### src/rtl/hsv_core_pkg.sv
// Shared types for the hsv core memory-side blocks.
// Latency: n/a (types only).
// Backpressure: n/a.
package hsv_core_pkg;

  typedef enum logic [1:0] {
    RUN   = 2'd0,
    DRAIN = 2'd1,
    FLUSH = 2'd2,
    ACK   = 2'd3
  } mem_tracker_state_t;

endpackage

### src/rtl/hsv_core_mem_tracker_if.sv
// Bundle between the mem pipeline (master) and the tracker (slave).
// Latency: n/a (wires only).
// Backpressure: permission flags can_issue_read/can_issue_write gate new issues.
interface hsv_core_mem_tracker_if #(
  parameter int CNT_W = 4
);
  logic             flush_req;
  logic             flush;
  logic             flush_ack;
  logic             read_issue;
  logic             read_done;
  logic             write_issue;
  logic             write_done;
  logic             write_pass;
  logic             write_launch;
  logic             can_issue_read;
  logic             can_issue_write;
  logic [CNT_W-1:0] pending_reads;
  logic [CNT_W-1:0] pending_writes;
  logic [CNT_W-1:0] write_balance;
  logic             protocol_err;
  logic             timeout_err;

  modport master (
    output flush_req, read_issue, read_done, write_issue, write_done,
           write_pass, write_launch,
    input  flush, flush_ack, can_issue_read, can_issue_write,
           pending_reads, pending_writes, write_balance, protocol_err, timeout_err
  );

  modport slave (
    input  flush_req, read_issue, read_done, write_issue, write_done,
           write_pass, write_launch,
    output flush, flush_ack, can_issue_read, can_issue_write,
           pending_reads, pending_writes, write_balance, protocol_err, timeout_err
  );
endinterface

### src/rtl/hsv_core_mem_sat_counter.sv
// Up/down counter that saturates at its limits and flags the offending step.
// Latency: count updates 1 cycle after up/dn; err is combinational for this cycle.
// Backpressure: none; clr has priority and discards up/dn.
module hsv_core_mem_sat_counter #(
  parameter int WIDTH  = 4,
  parameter bit SIGNED = 1'b0,
  parameter int MAX    = 8
) (
  input  logic             clk,
  input  logic             rst_n,
  input  logic             clr,
  input  logic             up,
  input  logic             dn,
  output logic [WIDTH-1:0] cnt,
  output logic             err
);

  // Signed mode uses the two's-complement range; unsigned runs 0..MAX.
  localparam logic [WIDTH-1:0] HI = SIGNED ? {1'b0, {(WIDTH-1){1'b1}}} : WIDTH'(MAX);
  localparam logic [WIDTH-1:0] LO = SIGNED ? {1'b1, {(WIDTH-1){1'b0}}} : '0;

  logic inc;
  logic dec;

  // Simultaneous up and down cancel out and are never an error.
  assign inc = up & ~dn & ~clr;
  assign dec = dn & ~up & ~clr;
  assign err = (inc & (cnt == HI)) | (dec & (cnt == LO));

  // Count register: clear wins, steps past a limit are held at the limit.
  always_ff @(posedge clk) begin
    if (!rst_n) begin
      cnt <= '0;
    end else if (clr) begin
      cnt <= '0;
    end else if (inc && (cnt != HI)) begin
      cnt <= cnt + 1'b1;
    end else if (dec && (cnt != LO)) begin
      cnt <= cnt - 1'b1;
    end
  end

endmodule

### src/rtl/hsv_core_mem_tracker.sv
// Tracks outstanding reads/writes, gates issue and sequences drain->flush->ack.
// Latency: flush 1 cycle after drain condition, flush_ack 1 cycle after flush.
// Backpressure: issue permission drops while draining/flushing or at the limit.
// Optional watchdog enabled by defining HSV_CORE_MEM_TRACKER_TIMEOUT_EN.
module hsv_core_mem_tracker
  import hsv_core_pkg::*;
#(
  parameter int CNT_W          = 4,
  parameter int MAX_READS      = 8,
  parameter int MAX_WRITES     = 8,
  parameter int TIMEOUT_CYCLES = 1024
) (
  input logic                  clk_core,
  input logic                  rst_core_n,
  hsv_core_mem_tracker_if.slave bus
);

  if ((MAX_READS > (1 << CNT_W) - 1) || (MAX_WRITES > (1 << CNT_W) - 1) ||
      (TIMEOUT_CYCLES < 2)) begin : g_param_check
    $error("hsv_core_mem_tracker: parameter out of range");
  end

  mem_tracker_state_t state;
  mem_tracker_state_t state_nxt;

  logic in_flush;
  logic any_evt;
  logic drained;
  logic rd_err;
  logic wr_err;
  logic bal_err;
  logic perm_err;

  assign in_flush = (state == FLUSH);
  assign any_evt  = bus.read_issue | bus.read_done | bus.write_issue |
                    bus.write_done | bus.write_pass | bus.write_launch;
  assign drained  = (bus.pending_reads == '0) & (bus.pending_writes == '0) &
                    (bus.write_balance == '0) & ~any_evt;

  // Reads and writes are mutually exclusive on the bus; each waits for the other to empty.
  assign bus.can_issue_read  = (state == RUN) & ~bus.flush_req &
                               (bus.pending_writes == '0) &
                               (bus.pending_reads < CNT_W'(MAX_READS));
  assign bus.can_issue_write = (state == RUN) & ~bus.flush_req &
                               (bus.pending_reads == '0) &
                               (bus.pending_writes < CNT_W'(MAX_WRITES));

  // Counter inputs are dropped during FLUSH, which also clears every counter.
  hsv_core_mem_sat_counter #(.WIDTH(CNT_W), .SIGNED(1'b0), .MAX(MAX_READS)) u_rd_cnt (
    .clk(clk_core), .rst_n(rst_core_n), .clr(in_flush),
    .up(bus.read_issue), .dn(bus.read_done), .cnt(bus.pending_reads), .err(rd_err)
  );

  hsv_core_mem_sat_counter #(.WIDTH(CNT_W), .SIGNED(1'b0), .MAX(MAX_WRITES)) u_wr_cnt (
    .clk(clk_core), .rst_n(rst_core_n), .clr(in_flush),
    .up(bus.write_issue), .dn(bus.write_done), .cnt(bus.pending_writes), .err(wr_err)
  );

  hsv_core_mem_sat_counter #(.WIDTH(CNT_W), .SIGNED(1'b1), .MAX((1 << (CNT_W-1)) - 1)) u_bal_cnt (
    .clk(clk_core), .rst_n(rst_core_n), .clr(in_flush),
    .up(bus.write_pass), .dn(bus.write_launch), .cnt(bus.write_balance), .err(bal_err)
  );

  assign perm_err = ~in_flush & ((bus.read_issue & ~bus.can_issue_read) |
                                 (bus.write_issue & ~bus.can_issue_write));

  // State register; reset parks in ACK so the pipeline sees a completed flush.
  always_ff @(posedge clk_core) begin
    if (!rst_core_n) state <= ACK;
    else             state <= state_nxt;
  end

  // Next-state: drain until idle, pulse flush once, hold ack until request drops.
  always_comb begin
    state_nxt = state;
    case (state)
      RUN:     if (bus.flush_req) state_nxt = DRAIN;
      DRAIN:   if (!bus.flush_req) state_nxt = RUN;
               else if (drained)   state_nxt = FLUSH;
      FLUSH:   state_nxt = ACK;
      ACK:     if (!bus.flush_req) state_nxt = RUN;
      default: state_nxt = ACK;
    endcase
  end

  // Outputs: flush is also forced while reset is held so the pipeline clears too.
  always_comb begin
    bus.flush     = (state == FLUSH) | ~rst_core_n;
    bus.flush_ack = (state == ACK);
  end

  // Sticky misuse flag: survives flushes, only reset clears it.
  always_ff @(posedge clk_core) begin
    if (!rst_core_n)                             bus.protocol_err <= 1'b0;
    else if (rd_err | wr_err | bal_err | perm_err) bus.protocol_err <= 1'b1;
  end

`ifdef HSV_CORE_MEM_TRACKER_TIMEOUT_EN
  localparam int               WD_W   = $clog2(TIMEOUT_CYCLES) + 1;
  localparam logic [WD_W-1:0]  WD_MAX = WD_W'(TIMEOUT_CYCLES);

  logic [WD_W-1:0] wd_cnt;
  logic            wd_run;

  assign wd_run = ((bus.pending_reads | bus.pending_writes) != '0) &
                  ~bus.read_done & ~bus.write_done;

  // Watchdog: counts stalled cycles, saturates at the limit; a flush clears the error.
  always_ff @(posedge clk_core) begin
    if (!rst_core_n) begin
      wd_cnt          <= '0;
      bus.timeout_err <= 1'b0;
    end else if (in_flush) begin
      wd_cnt          <= '0;
      bus.timeout_err <= 1'b0;
    end else if (!wd_run) begin
      wd_cnt <= '0;
    end else begin
      if (wd_cnt != WD_MAX) wd_cnt <= wd_cnt + 1'b1;
      if (wd_cnt >= WD_MAX - 1'b1) bus.timeout_err <= 1'b1;
    end
  end
`else
  assign bus.timeout_err = 1'b0;
`endif

endmodule

### src/flat_wrapper.sv
// flat-port wrapper written by rule: the top's interface ports become plain ports
module hsv_core_mem_tracker_flat import hsv_core_pkg::*;
#(
  parameter int CNT_W          = 4,
  parameter int MAX_READS      = 8,
  parameter int MAX_WRITES     = 8,
  parameter int TIMEOUT_CYCLES = 1024
)
  (clk_core, rst_core_n, bus_flush_req, bus_read_issue, bus_read_done, bus_write_issue, bus_write_done, bus_write_pass, bus_write_launch, bus_flush, bus_flush_ack, bus_can_issue_read, bus_can_issue_write, bus_pending_reads, bus_pending_writes, bus_write_balance, bus_protocol_err, bus_timeout_err);
  hsv_core_mem_tracker_if #(.CNT_W(CNT_W)) bus_i ();
  input logic clk_core;
  input logic rst_core_n;
  input wire logic [$bits(bus_i.flush_req)-1:0] bus_flush_req;
  input wire logic [$bits(bus_i.read_issue)-1:0] bus_read_issue;
  input wire logic [$bits(bus_i.read_done)-1:0] bus_read_done;
  input wire logic [$bits(bus_i.write_issue)-1:0] bus_write_issue;
  input wire logic [$bits(bus_i.write_done)-1:0] bus_write_done;
  input wire logic [$bits(bus_i.write_pass)-1:0] bus_write_pass;
  input wire logic [$bits(bus_i.write_launch)-1:0] bus_write_launch;
  output wire logic [$bits(bus_i.flush)-1:0] bus_flush;
  output wire logic [$bits(bus_i.flush_ack)-1:0] bus_flush_ack;
  output wire logic [$bits(bus_i.can_issue_read)-1:0] bus_can_issue_read;
  output wire logic [$bits(bus_i.can_issue_write)-1:0] bus_can_issue_write;
  output wire logic [$bits(bus_i.pending_reads)-1:0] bus_pending_reads;
  output wire logic [$bits(bus_i.pending_writes)-1:0] bus_pending_writes;
  output wire logic [$bits(bus_i.write_balance)-1:0] bus_write_balance;
  output wire logic [$bits(bus_i.protocol_err)-1:0] bus_protocol_err;
  output wire logic [$bits(bus_i.timeout_err)-1:0] bus_timeout_err;
  assign bus_i.flush_req = bus_flush_req;
  assign bus_i.read_issue = bus_read_issue;
  assign bus_i.read_done = bus_read_done;
  assign bus_i.write_issue = bus_write_issue;
  assign bus_i.write_done = bus_write_done;
  assign bus_i.write_pass = bus_write_pass;
  assign bus_i.write_launch = bus_write_launch;
  assign bus_flush = bus_i.flush;
  assign bus_flush_ack = bus_i.flush_ack;
  assign bus_can_issue_read = bus_i.can_issue_read;
  assign bus_can_issue_write = bus_i.can_issue_write;
  assign bus_pending_reads = bus_i.pending_reads;
  assign bus_pending_writes = bus_i.pending_writes;
  assign bus_write_balance = bus_i.write_balance;
  assign bus_protocol_err = bus_i.protocol_err;
  assign bus_timeout_err = bus_i.timeout_err;
  hsv_core_mem_tracker #(.CNT_W(CNT_W), .MAX_READS(MAX_READS), .MAX_WRITES(MAX_WRITES), .TIMEOUT_CYCLES(TIMEOUT_CYCLES)) u_core (.clk_core(clk_core), .rst_core_n(rst_core_n), .bus(bus_i));
endmodule
### config.mk
export PLATFORM = sky130hd
export DESIGN_NAME = hsv_core_mem_tracker_flat
export DESIGN_NICKNAME = d
export VERILOG_FILES = /design/src/rtl/hsv_core_pkg.sv /design/src/rtl/hsv_core_mem_tracker_if.sv /design/src/rtl/hsv_core_mem_sat_counter.sv /design/src/rtl/hsv_core_mem_tracker.sv /design/src/flat_wrapper.sv
export SDC_FILE = /design/constraint.sdc
export NUM_CORES = 1
export LEC_CHECK = 0
export ABC_AREA = 1
export CORE_UTILIZATION = 52
export DETAILED_ROUTE_END_ITERATION = 7
export GPL_TIMING_DRIVEN = 0
export MAX_ROUTING_LAYER = met4
export PLACE_DENSITY = 0.92
export SLEW_MARGIN = 20
export SYNTH_ARGS = -nofsm -noshare
export SYNTH_HDL_FRONTEND = slang
export SYNTH_HIERARCHICAL = 1
export SYNTH_SLANG_ARGS = --single-unit
export TNS_END_PERCENT = 100
### constraint.sdc
create_clock -name clk_core -period 2.9 [get_ports clk_core]
set_clock_uncertainty 0.15 [all_clocks]
set_input_delay 0.29 -clock clk_core [delete_from_list [all_inputs] [get_ports clk_core]]
set_output_delay 0.29 -clock clk_core [all_outputs]
set_load 0.1 [all_outputs]
==> metrics.txt, run 1 <==
CTS tree built; flops & latches, synth 15; Nets 259; Worst Hold Depth 2; post-DP HPWL 2240 um; actual slew at the worst max-slew pin 0.964 ns; min setup slack post-route 0.126 ns; met2 Use GR 0.398; Cell Area, Synth roughly 1400 um^2; synthesized instance count 211; non-filler cells, final 270; most frequent cells in the layout nand2_1, nor2_1, inv_1; Reg area 300 um^2; clock root buffer clkbuf_4; Setup crit start kind primary input; GR peak layer met2; Skew-Pair Late Insertion Delay 0.29 ns; die area 2860 um^2; Remaining DRCs 0; WL per Instance 10.6 um; area of the multi-input gates 941 um^2; Clock Pin Slew Worst Setup and Hold Paths 0.10 ns; vias in the first global route around 1,200; Routed WL 2860 um; first-pass GRT wire length 4780 um; Final period util 0.956; worst endpoint data arrival time 2.33 ns; fill count roughly 220; drt pass-1 iters 4; Final Setup Violations 0; Final min period between 2 and 3 ns; number of buffers created by CTS 3; met3 global-route usage 0.0517; vias per cell just over 5; Hold Startpoint u_core/u_wr_cnt/cnt[2]$_SDFFE_PP0P_; Hold Vio Cnt, Final 0; Post-Place Setup Slack -0.231 ns; Seq/Total Area, Yosys 0.218; met1 usage 0.259; max-cap violations 0; Slew Limit Fails 0; number of H-tree levels 1; Syn-to-layout area delta 22.7%; PortBufs 25; fmax 0.361 GHz; CTS Sinks 15; Rows 18; fraction of power consumed by sequential logic 0.295; syn_area_per_cell 6.53 um^2; internal power about 0.45 mW; RePlAce Congestion 0.844; status complete, no violations; Crit. Startpoint bus_flush_req; post-synth net total 229; Post-DP Area 1670 um^2; Crit Path Category primary input to output port; Die H roughly 53 um; Starting Density 0.551; DR vias about 1,400; Net Sw Power ~0.5 mW; Lkg Pwr 0.802 nW; switching part of the total 0.532; Post-synth ARST share 0; RSZ-0062 raised after global routing no; grt ovf 0; DRT iter0 DRCs 44; most common cell after layout, fill and taps aside nand2_1; I/O Pins 27; Max clock buf depth 2; combinational share of power 0.574; ant diodes 0; cell area after layout 1690 um^2; Routed Antenna Nets 0; CTS Hold Buffers Added 0; required time worst endpoint 2.46 ns; Max VDD drop 0.523 mV; Synth Warn # 6; Post-CTS Setup Repair Bufs 0; GR Util All Layers 0.235; R2R depth 12; share of post-route cells with drive strength above 1 0.142; CP Max Fanout 4; Setup crit end kind output port; core area 2500 um^2; clock share of power 0.131; PD cells 569 nW/um^2; initial antenna violation count 0; reg2reg setup slack 0.42 ns; Main synth FF type dfxtp_1; slew margin rel. 0.356; number of enable flip-flop cells after synthesis 0; largest net degree at the start of global routing 14; Netlist cell types 31; Die Wd 53.5 um; Placed Cells 266; Hold Path Class register to register
## per-stage QoR
step | power, mW | utilization | setup TNS [ns] | hold slack [ns]
6_report | 0.962 | 0.676 | 0 | 0.410
5_1_grt | 1.03 | 0.676 | 0 | 0.460
4_1_cts | 0.967 | 0.678 | 0 | 0.414
3_5_place_dp | 0.838 | 0.666 | -0.231 | 0.387
3_3_place_gp | 0.826 | 0.666 | -0.233 | 0.379
2_1_floorplan | 0.724 | - | 0 | 0.209
## what timing repair did
action / CTS / global route
endpoints found under the setup margin: 1 / 1
resized for setup: 2 / 2
cloned: 0 / 0
## Yosys cell counts, types with 3 or more instances
master   count  share of area
o21ai_1      5          0.018
inv_2        4          0.011
nand3_1     20          0.073
nand3_2      4          0.029
dfxtp_1     15           0.22
nand2_1     46           0.13
inv_1       31          0.084
nor2_4       4          0.033
o21ai_0      7          0.025
nor2_1      34          0.093
fa_1         3          0.044
ha_1         6          0.054
a21oi_1      6          0.022
nand2_4      6          0.049
## registers in the layout (all words and copies together), names as in the netlist, named ones only
signal and count:
u_core/bus.protocol_err 1, u_core/u_rd_cnt/cnt 4, u_core/u_wr_cnt/cnt 4, u_core/state 1, u_core/u_bal_cnt/cnt 4
## power by group through the flow
stage / combinational [mW] / sequential (mW) / clock (mW)
floorplan: 0.274 / 0.450 / 0
global placement: 0.539 / 0.288 / 0
detailed placement: 0.549 / 0.288 / 0
CTS: 0.550 / 0.284 / 0.133
global route: 0.601 / 0.290 / 0.140
finish: 0.552 / 0.283 / 0.126
## area by class of cell
type	instances	share of cell area
inverter	35	0.0777
clock buffer	3	0.0133
multi-input combinational	160	0.557
sequential	15	0.178
tap	30	0.0222
clock inverter	1	0.00296
buffer	1	0.00444
timing repair buffer	25	0.145
## logic make-up (layout without fill, tap and decap cells)
group           after synthesis  count (layout)  share of synthesized area
flops                        15              15                      0.218
xor+xnor                      3               3                     0.0191
other cells                   1               1                    0.00272
buf+inv                      36              65                      0.101
fa+ha+maj                     9               9                     0.0981
compound gates               25              25                      0.112
simple gates                122             122                      0.450
## critical path: stages
cell	delay (ns)
clkdlybuf4s50_1	0.47
nor2_2	0.15
nand3_1	0.14
nor2_1	0.14
clkdlybuf4s50_1	1.14
## worst paths after layout
kind                                         end
max                          bus_can_issue_write
min          u_core/u_wr_cnt/cnt[2]$_SDFFE_PP0P_
max reg2reg  u_core/u_rd_cnt/cnt[3]$_SDFFE_PP0P_
min reg2reg  u_core/u_wr_cnt/cnt[2]$_SDFFE_PP0P_
## layer usage
metal	vias up	share of wire
li1	724	-
met1	611	0.47
met2	27	0.49
met3	4	0.032
met4	0	0.011
met5	-	0
Note: power is estimated with default switching activity, not from simulation.
==> run 2: changes to the inputs <==
- CORE_MARGIN: not set -> 2
- RECOVER_POWER: not set -> 100
==> run 2 against run 1 <==
  * Via count up 1.2%
  * Largest cell class unchanged
  * Critical path depth unchanged
  * Critical endpoint is now bus_can_issue_read
  * Highest routed layer unchanged
  * Flip-flop and latch count unchanged
  * Hold slack worse by 0.011 ns
  * Non-clock buffer count unchanged
  * First-iteration DRC count up 4.5%
==> metrics.txt, run 2 (synthesized netlist as in run 1, its figures left out) <==
status complete, no violations; area of the multi-input gates 911 um^2 (-3.2%); DRT iter0 DRCs 46 (+4.5%); CTS tree built; share of post-route cells with drive strength above 1 0.121 (-0.0208); clock root buffer clkbuf_4; Starting Density 0.551 (unchanged); Remaining DRCs 0 (unchanged); largest net degree at the start of global routing 14 (unchanged); CTS Sinks 15 (unchanged); number of buffers created by CTS 3 (unchanged); Largest regs u_core/u_bal_cnt/cnt x4, u_core/u_rd_cnt/cnt x4, u_core/u_wr_cnt/cnt x4; RSZ-0062 raised after global routing no; max-cap violations 0 (unchanged); cell area after layout 1660 um^2 (-1.8%); ant diodes 0 (unchanged); Clock Pin Slew Worst Setup and Hold Paths 0.09 ns (about the same); Final Setup Violations 0 (unchanged); clock share of power 0.132 (about the same); actual slew at the worst max-slew pin 0.977 ns (+0.0131 ns); Final min period 2.77 ns (-0.00808 ns); fraction of power consumed by sequential logic 0.299 (+0.004); Crit Path Category primary input to output port; switching part of the total 0.535 (+0.00269); first-pass GRT wire length 4930 um (+3.0%); Hold Path Class register to register; GR Util All Layers 0.196 (-0.0387); Setup crit start kind primary input; I/O Pins 27 (unchanged); post-DP HPWL 2230 um (-0.21%); Die H 55.5 um (+3.7%); slew margin rel. 0.347 (-0.00884); core area 2500 um^2 (unchanged); most frequent cells in the layout nand2_1, nor2_1, inv_1; final core utilization 0.664 (-0.0120); Lkg Pwr 0.834 nW (+4.0%); setup TNS 0 ns (unchanged); worst endpoint data arrival time 2.33 ns (about the same); grt ovf 0 (unchanged); fill count 222 (+1.8%); Setup crit end kind output port; initial antenna violation count 0 (unchanged); Die Wd 55.5 um (+3.7%); Max clock buf depth 2 (unchanged); Hold Vio Cnt, Final 0 (unchanged); most common cell after layout, fill and taps aside nand2_1; combinational share of power 0.569 (-0.005); required time worst endpoint 2.46 ns (about the same); vias per cell 5.12 (+1.2%); drt pass-1 iters 4 (unchanged); CP Max Fanout 4 (unchanged); internal power 0.438 mW (-2.7%); Rows 18 (unchanged); DR vias 1,382 (+1.2%); Max VDD drop 0.414 mV (-21%); PortBufs 25 (unchanged); Syn-to-layout area delta 20.5%; Skew-Pair Late Insertion Delay 0.29 ns (about the same); Routed WL 2810 um (-1.6%); RePlAce Congestion 0.830 (-1.7%); Nets 259 (unchanged); WL per Instance 10.4 um (-1.6%); PD cells 567 nW/um^2 (-0.35%); Post-DP Area 1670 um^2 (unchanged); die area 3080 um^2 (+7.6%); number of H-tree levels 1 (unchanged); Reg area 300 um^2 (unchanged); Final period util 0.954 (-0.00278); Net Sw Power 0.504 mW (-1.6%); fmax 0.362 GHz (+0.29%); Slew Limit Fails 0 (unchanged); Fin Hold WS 0.399 ns (-0.0108 ns); Routed Antenna Nets 0 (unchanged); vias in the first global route 1,217 (+0.41%)
[run 2: changes by cell type in the layout (fill, tap and decap cells not counted), moves of 3 or more]
cell	previous run	this run
clkdlybuf4s50_1	24	9
dlygate4sd3_1	0	15
nand2_1	46	49
nand2_4	6	3
[run 2: layout make-up]
cell class	count	area share
Buffer	1	0.00452
Clock buffer	3	0.0136
Clock inverter	1	0.00301
Inverter	35	0.0791
Multi-Input combinational cell	160	0.549
Sequential cell	15	0.181
Tap cell	30	0.0226
Timing Repair Buffer	25	0.148
[run 2: metrics by stage]
step / total power [mW] / worst slack, ns / std cells
finish: 0.942 / 0.134 / 270
global route: 1.01 / 0.0535 / 270
CTS: 0.967 / 0.0334 / 270
detailed placement: 0.839 / -0.215 / 266
global placement: 0.827 / -0.233 / 266
floorplan: 0.724 / 0.141 / 211
[run 2: path summary, 6_finish.rpt]
kind,startpoint,end,slack (ns),cells past startpoint
max,bus_flush_req,bus_can_issue_read,0.13,5
min,register,register,0.40,2
max reg2reg,register,u_core/u_rd_cnt/cnt[3]$_SDFFE_PP0P_,0.32,12
min reg2reg,register,register,0.40,2
[run 2: worst max-delay path, stage by stage]
cell and delay, ns:
clkdlybuf4s50_1 0.47, nor2_2 0.14, nand3_1 0.10, nor2_1 0.11, dlygate4sd3_1 1.21
[run 2: power groups by stage]
stage          logic (mW)  registers (mW)  clock network (mW)
2_1_floorplan       0.274           0.450                   0
3_3_place_gp        0.539           0.288                   0
3_5_place_dp        0.550           0.289                   0
4_1_cts             0.551           0.284               0.132
5_1_grt             0.586           0.289               0.139
6_report            0.536           0.282               0.124
[run 2: repair_timing]
action                                  in CTS  in global routing
hold endpoints to repair                     0                  0
buffers inserted                             0                  0
endpoints found under the setup margin       1                  1
resized for setup                            2                  2
hold buffers                                 0                  0
[run 2: layer usage]
metal	GRT usage	share of wire	vias up
met5	-	0	-
met4	0.0314	0.0025	0
met3	0.0468	0.051	2
met2	0.337	0.48	34
met1	0.236	0.46	615
li1	-	-	731
